## src/rtl/hex_display_scan_ctrl.sv

```systemverilog
// Scan controller for an 8-digit multiplexed 7-segment display: slot timing,
// dead time, brightness PWM, digit masking, leading-zero blanking, tear-free loads.
module hex_display_scan_ctrl #(
  parameter int SLOT_CYCLES = 8,
  parameter int DEAD_CYCLES = 1
) (
  input  logic        clock,
  input  logic        reset,
  input  logic [31:0] value_in,
  input  logic        load_valid,
  output logic        load_ready,
  input  logic [7:0]  enable_mask,
  input  logic        lzb_en,
  input  logic [2:0]  brightness,
  output logic [7:0]  anodes,
  output logic [3:0]  digit_value,
  output logic [2:0]  digit_idx,
  output logic        frame_start
);

  localparam int SW      = (SLOT_CYCLES > 1) ? $clog2(SLOT_CYCLES) : 1;
  localparam int ON_SPAN = SLOT_CYCLES - DEAD_CYCLES;

  logic [SW-1:0] slot_cnt;
  logic [2:0]    dig;
  logic [31:0]   display_reg;
  logic [31:0]   shadow;
  logic          pending;

  logic          wrap_slot;
  logic          wrap_frame;
  logic [7:0]    lz;
  logic [31:0]   on_len;
  logic [31:0]   s32;
  logic          blank;
  logic          lit;

  // lz[k]: every nibble from digit 7 down to digit k is zero
  genvar k;
  generate
    for (k = 0; k < 8; k++) begin : g_lz
      if (k == 7) begin : g_top
        assign lz[k] = (display_reg[4*k+3:4*k] == 4'd0);
      end else begin : g_chain
        assign lz[k] = lz[k+1] & (display_reg[4*k+3:4*k] == 4'd0);
      end
    end
  endgenerate

  assign wrap_slot  = (slot_cnt == SW'(SLOT_CYCLES - 1));
  assign wrap_frame = wrap_slot && (dig == 3'd7);
  assign s32        = 32'(slot_cnt);
  assign on_len     = (32'(ON_SPAN) * (32'(brightness) + 32'd1)) >> 3;
  assign blank      = !enable_mask[dig] || (lzb_en && lz[dig] && (dig != 3'd0));
  assign lit        = !blank && (s32 >= 32'(DEAD_CYCLES)) &&
                      (s32 < 32'(DEAD_CYCLES) + on_len);
  assign load_ready = !pending;

  always_ff @(posedge clock or negedge reset) begin
    if (!reset) begin
      slot_cnt    <= '0;
      dig         <= 3'd0;
      display_reg <= 32'd0;
      shadow      <= 32'd0;
      pending     <= 1'b0;
      anodes      <= 8'hFF;
      digit_value <= 4'd0;
      digit_idx   <= 3'd0;
      frame_start <= 1'b0;
    end else begin
      slot_cnt <= wrap_slot ? '0 : slot_cnt + SW'(1);
      if (wrap_slot) dig <= dig + 3'd1;

      // Commit and accept are exclusive: accept needs !pending, commit needs pending
      if (wrap_frame && pending) begin
        display_reg <= shadow;
        pending     <= 1'b0;
      end else if (load_valid && !pending) begin
        shadow  <= value_in;
        pending <= 1'b1;
      end

      digit_idx   <= dig;
      digit_value <= display_reg[{dig, 2'b00} +: 4];
      frame_start <= (dig == 3'd0) && (slot_cnt == '0);
      anodes      <= lit ? ~(8'd1 << dig) : 8'hFF;
    end
  end

endmodule

```

## config.mk

```make
export PLATFORM = sky130hd
export DESIGN_NAME = hex_display_scan_ctrl
export DESIGN_NICKNAME = d
export VERILOG_FILES = /design/src/rtl/hex_display_scan_ctrl.sv
export SDC_FILE = /design/constraint.sdc
export NUM_CORES = 1
export LEC_CHECK = 0
export ABC_AREA = 0
export BUFFER_PORTS_ARGS = -buffer_cell sky130_fd_sc_hd__buf_2
export CAP_MARGIN = 20
export CELL_PAD_IN_SITES_DETAIL_PLACEMENT = 0
export CELL_PAD_IN_SITES_GLOBAL_PLACEMENT = 2
export CORE_ASPECT_RATIO = 0.5
export CORE_MARGIN = 2
export CORE_UTILIZATION = 30
export CTS_BUF_LIST = sky130_fd_sc_hd__clkbuf_8 sky130_fd_sc_hd__clkbuf_16
export DETAILED_ROUTE_END_ITERATION = 12
export HOLD_SLACK_MARGIN = 0.05
export MAX_ROUTING_LAYER = met4
export PLACE_DENSITY = 0.73
export SKIP_CTS_REPAIR_TIMING = 1
export SYNTH_ARGS = -nofsm -noshare
export SYNTH_HDL_FRONTEND = slang
export SYNTH_SLANG_ARGS = --single-unit
```

## constraint.sdc

```tcl
create_clock -name clock -period 2.19 [get_ports clock]
set_input_delay 0.438 -clock clock [delete_from_list [all_inputs] [get_ports clock]]
set_output_delay 0.438 -clock clock [all_outputs]
set_load 0.05 [all_outputs]
```

==> flow_summary.ini, run 1 <==
[timing]
drv_slew = 0
rsz0062_at_grt = true
worstMarginPinSlew_ps = 443
hold_violations = 0
period_needed_ps = 2960
setup_slack_ps = -770
setup_viol = 8
fmax_ghz = 0.338
slew_headroom_pct = 70.2
post-route-period-util_pct = 135
skew_ps = 6.27
worst_hold_slack_ps = 314

[hold_path]
hold_class = input pin to flop
hp-start = load_valid
min_to = pending$_DFFE_PN0P_
holdPathStages = 2

[synthesis]
synth.cell_area_sq_um = 3930
synth.area.top_cells = dfrtp_1, mux2_2, ha_1
synth_enable_flop_cells = 0
yosysWarnings = 0
synth_top_cell_area_share_pct = 50.3
synth_nets = 348
synth_flop_cell = dfrtp_1
synth_cell_types = 37
yosys.area.top_type = dfrtp_1
yosysSeqAreaShare_pct = 55.6
synth_seq_cells = 87
netlist_instances = 281
ys_async_sr_fraction_pct = 100
avgSynthCellArea_sq_um = 14.0

[global_route]
gr-max-usage-layer = met2
met3_usage_pct = 3.08
grt_pass1_vias = 2669
grt_pass1_wl_um = 13800
met2_usage_pct = 19.3
grt_use_met1_pct = 16.8
grt_usage_pct = 12.7
grt_overflow = 0
grt_max_degree = 60
antenna_found_initial = 0

[pwr]
leakage_nw = 2.41
switching_power_w = 0.000839
power_frac_clock_pct = 42.4
peakVddDrop_mv = 0.383
p_comb_share_pct = 11.9
p_per_area_nw_per_um2 = 758
switching_share_pct = 22.2
internal_power_w = 0.00294
seq_power_share_pct = 45.7

[floorplan]
pin_count = 64
num_rows = 29
core_sq_um = 12700
die_w_um = 166
dieHeight_um = 85.0
dieArea_sq_um = 14100
start_util_pct = 30.9

[clock_network]
root_buffer = clkbuf_16
path_clk_slew_ps = 60
htree_levels = 3
clock_sinks = 87
cts_tree = done
cts_inserted_buffers = 9
clk_latency_ps = 340
cts_max_path_buffers = 2

[worst_setup_path]
crit_path_cell_trace = buf_8 -> clkinv_4 -> ha_4 -> xor3_2 -> inv_2 -> ha_4 -> fa_2 -> ha_2 -> xnor2_2 -> xnor2_1 -> ha_1 -> o21ai_1 -> a21oi_2 -> nor2_4 -> nand4_1
slowest_delay_ps = 550
cp_max_fo = 5
startpoint_type = input pin
crit_slowest_cell = fa_2
arrival_ps = 3190
r2r-end = anodes[7]$_DFF_PN1_
required_ps = 2420
timing.rr.start = display_reg[25]$_DFFE_PN0P_
crit_path_end_kind = flop
ff2ff_setup_slack_ps = 370
r2r_cells = 5
cpMostUsedCell = ha_4
crit_type = input pin to flop

[route]
ant_nets = 0
first_pass_iters = 4
vias = 2456
post_drt_wl_per_cell_um = 15.4
via_per_inst = 4.61
drt_iter0_markers = 119
drc = 0
totalWireLength_um = 8220

[layout]
design_area_sq_um = 4990
fill_cells = 1218
diodes = 0
areaGrowthSynthToFinish_pct = 26.7
layout-drive-gt1-share_pct = 52.3
finalNetCount = 425

[placement]
hpwlAfterDp_um = 6220
port_buffers = 63
gp_congestion = 0.799
post_dp_cell_area_sq_um = 4560

[status]
status = complete, but fails checks
violations = negative setup slack

[run]
cap_violations = 0
-- worst max-delay path: cells and delay by family --
family | cells | cell delay (ps)
adders and majority gates | 5 | 1470
buffers and inverters | 3 | 210
and+or+nand+nor | 2 | 260
xor gates and xnor gates | 3 | 610
AOI/OAI and AO/OA | 2 | 200
-- placed cells by master, fill, tap and decap left out, types with 2 or more instances in the layout --
cell type,Yosys,final
nand4_1,3,3
ha_4,0,4
o21a_1,2,2
mux2_1,2,2
clkinv_2,0,2
a21oi_1,5,4
nand2b_1,2,2
xnor2_1,3,2
nor2_1,3,2
dfrtp_1,79,79
buf_4,1,15
mux2_2,63,63
nor4_1,8,7
mux2i_1,5,5
o21ai_0,4,3
bufinv_16,0,2
a21oi_2,1,2
dfstp_2,8,8
nand2_1,19,19
ha_2,0,2
buf_2,9,60
ha_1,19,13
nand3_1,7,7
mux4_2,8,8
inv_1,11,11
clkbuf_16,0,9
-- per-stage QoR --
stage,instances,setup slack (ps),util [%],power (W),TNS (ps)
after floorplan,281,-892,-,0.00200,-6970
after global routing,533,-937,39.1,0.00398,-7280
final,533,-770,39.1,0.00378,-6010
after CTS,530,-868,38.3,0.00378,-6700
after detailed placement,514,-1230,35.8,0.00215,-9590
after global placement,514,-1120,35.8,0.00212,-8830
-- how the worst max path moves through the flow --
| stage | end | slack, ps | depth (start not counted) | from |
|---|---|---|---|---|
| after floorplan | anodes[4]$_DFF_PN1_ | -890 | 14 | brightness[1] |
| final | anodes[2]$_DFF_PN1_ | -770 | 15 | brightness[0] |
| after global placement | anodes[6]$_DFF_PN1_ | -1120 | 16 | brightness[0] |
| after CTS | anodes[4]$_DFF_PN1_ | -870 | 16 | brightness[0] |
| after global routing | anodes[1]$_DFF_PN1_ | -940 | 16 | brightness[0] |
| after detailed placement | anodes[4]$_DFF_PN1_ | -1230 | 16 | brightness[0] |
-- routing by layer --
layer | part of all wire, % | up-vias
li1 | - | 1162
met1 | 48 | 1232
met2 | 47 | 51
met3 | 3.8 | 11
met4 | 1.4 | 0
met5 | 0 | -
-- cells by family (layout without fill, tap and decap cells) --
family / Yosys count / in the layout / synth area share (%)
flops: 87 / 87 / 55.6
mux: 78 / 78 / 24.5
simple gates: 49 / 49 / 6.23
buf+inv: 24 / 106 / 2.67
fa+ha+maj: 20 / 20 / 6.55
compound gates: 17 / 17 / 2.74
xor+xnor: 6 / 6 / 1.75
-- power groups by stage --
stage                     logic (W)  clock network (W)  registers [W]
after floorplan            0.000259                  0        0.00174
after global placement     0.000363                  0        0.00176
after detailed placement   0.000391                  0        0.00176
after CTS                  0.000393            0.00165        0.00173
after global routing       0.000514            0.00172        0.00174
final                      0.000450            0.00160        0.00173
-- cell usage after synthesis, types with 4 or more instances --
cell,count
o21ai_0,4
mux2i_1,5
dfrtp_1,79
nor4_1,8
dfstp_2,8
nand3_1,7
buf_2,9
inv_1,11
mux2_2,63
a21oi_1,5
nand2_1,19
ha_1,19
mux4_2,8
-- area by class of cell --
class	count	area [sq um]	area share, %
timing repair buffer	79	469	9.41
inverter	11	46.3	0.928
multi-input combinational	170	1750	35.2
clock inverter	6	77.6	1.56
tap	170	213	4.27
clock buffer	10	239	4.79
sequential	87	2190	43.9
Power figures use the tool's default switching activity.
==> run 2: changes to the inputs <==
- CORE_ASPECT_RATIO: 0.5 -> 1.4
- MAX_ROUTING_LAYER: met4 -> default
==> run 2 against run 1 <==
Net effect: the flow still finishes with violations (negative setup slack); clock skew about the same; routed wire length down 5.3%; sequential cell count unchanged; maximum frequency down 3.1%; hold slack worse by 240 ps; via count down 1.1%; critical path depth up 1; register-to-register slack worse by 50 ps; critical path type unchanged; largest power group unchanged.
==> flow_summary.ini, run 2 (same netlist as run 1, synthesis figures left out) <==
[status]
status = complete, but fails checks
violations = negative setup slack

[floorplan]
pin_count = 64
die_w_um = 101
dieArea_sq_um = 14100
num_rows = 49
core_sq_um = 12800
start_util_pct = 30.7
dieHeight_um = 139

[route]
drc = 0
via_per_inst = 4.73
post_drt_wl_per_cell_um = 15.1
ant_nets = 0
first_pass_iters = 6
drt_iter0_markers = 50
totalWireLength_um = 7780
vias = 2430

[worst_setup_path]
slowest_delay_ps = 400
crit_type = input pin to flop
cp_max_fo = 3
crit_path_cell_trace = buf_8 -> buf_6 -> ha_4 -> xor3_2 -> inv_2 -> ha_4 -> fa_2 -> xor2_2 -> ha_4 -> inv_2 -> ha_4 -> o21a_1 -> o21ai_2 -> a21oi_4 -> nor4_4 -> nand2_1
crit_path_end_kind = flop
crit_slowest_cell = xor3_2
cpMostUsedCell = ha_4
startpoint_type = input pin
arrival_ps = 3320
required_ps = 2450
r2r_cells = 5

[timing]
worstMarginPinSlew_ps = 568
fmax_ghz = 0.327
post-route-period-util_pct = 139
rsz0062_at_grt = true
drv_slew = 0
skew_ps = 6.27
slew_headroom_pct = 62.1
setup_viol = 8
hold_violations = 0
period_needed_ps = 3050
worst_hold_slack_ps = 77.5
setup_slack_ps = -864

[placement]
port_buffers = 63
gp_congestion = 0.732
hpwlAfterDp_um = 5860

[pwr]
p_per_area_nw_per_um2 = 775
leakage_nw = 2.39
peakVddDrop_mv = 0.370
power_w = 0.00385

[clock_network]
root_buffer = clkbuf_16
cts_max_path_buffers = 2
htree_levels = 3
path_clk_slew_ps = 60
clk_latency_ps = 340
clock_sinks = 87
cts_tree = done
cts_inserted_buffers = 9

[global_route]
grt_overflow = 0
grt_max_degree = 45
antenna_found_initial = 0
grt_pass1_wl_um = 12900
grt_usage_pct = 11.8
grt_pass1_vias = 2526

[run]
cap_violations = 0

[layout]
layout-drive-gt1-share_pct = 53.2
finalNetCount = 423
final_cell_mix = dfrtp_1, mux2_2, buf_2
fill_cells = 1236
layout_commonest_cell = dfrtp_1
diodes = 0
areaGrowthSynthToFinish_pct = 26.3

[hold_path]
hold_class = input pin to asynchronous set/reset pin
-- run 2: cell types whose count changed in the layout (fill, tap and decap cells not counted), sizes merged --
| cell | before | now |
|---|---|---|
| buf | 78 | 77 |
| clkinv | 3 | 2 |
| clkinvlp | 0 | 1 |
| dlygate4sd3 | 1 | 0 |
-- run 2: power breakdown --
group	switching (W)	leakage, nW	total (W)	internal [W]
clock	0.000606	0.160	0.00163	0.00102
sequential	0.0000418	1.10	0.00173	0.00169
combinational	0.000233	1.14	0.000494	0.000261
total	0.000882	2.39	0.00385	0.00297
-- run 2: final cells by class --
type | instances | area [sq um] | area share (%)
flip-flops and latches | 87 | 2190 | 44.0
clock inverters | 6 | 85.1 | 1.71
clock buffers | 10 | 239 | 4.81
repair buffers | 77 | 449 | 9.04
well taps | 153 | 191 | 3.85
inverters | 11 | 46.3 | 0.932
multi-input cells | 170 | 1770 | 35.6
-- run 2: path summary, 6_finish.rpt --
path,startpoint,endpoint,slack [ps]
setup / recovery,brightness[1],anodes[4]$_DFF_PN1_,-860
hold / removal,reset,shadow[2]$_DFFE_PN0P_,80
setup reg to reg,display_reg[25]$_DFFE_PN0P_,anodes[3]$_DFF_PN1_,320
hold reg to reg,shadow[5]$_DFFE_PN0P_,shadow[5]$_DFFE_PN0P_,490
max in group asynchronous,reset,shadow[30]$_DFFE_PN0P_,1520
min in group clock,load_valid,pending$_DFFE_PN0P_,310
-- run 2: critical path, delay by kind of cell --
kind                       cells  cell delay (ps)
xor gates and xnor gates       2              570
buffers and inverters          4              340
adders and majority gates      5             1250
and+or+nand+nor                2              350
AOI/OAI and AO/OA              3              380
-- run 2: per-stage QoR --
step                cell area, sq um  std cells  util, %  TNS, ps  setup WS (ps)
floorplan                       3980        281        -    -6970           -892
global placement                4540        497     35.4    -9060          -1150
detailed placement              4540        497     35.4    -9720          -1250
CTS                             4860        513     38.0    -6780           -877
global route                    4970        514     38.8    -7480          -1010
finish                          4970        514     38.8    -6440           -864
-- run 2: per-layer routing --
layer  vias up  global-route usage (%)  wire, um
met3        11                    2.51       306
met4         0                    6.06       187
met1      1217                    14.9      3300
li1       1152                       -         -
met2        50                    19.1      3990
met5         -                       0         0
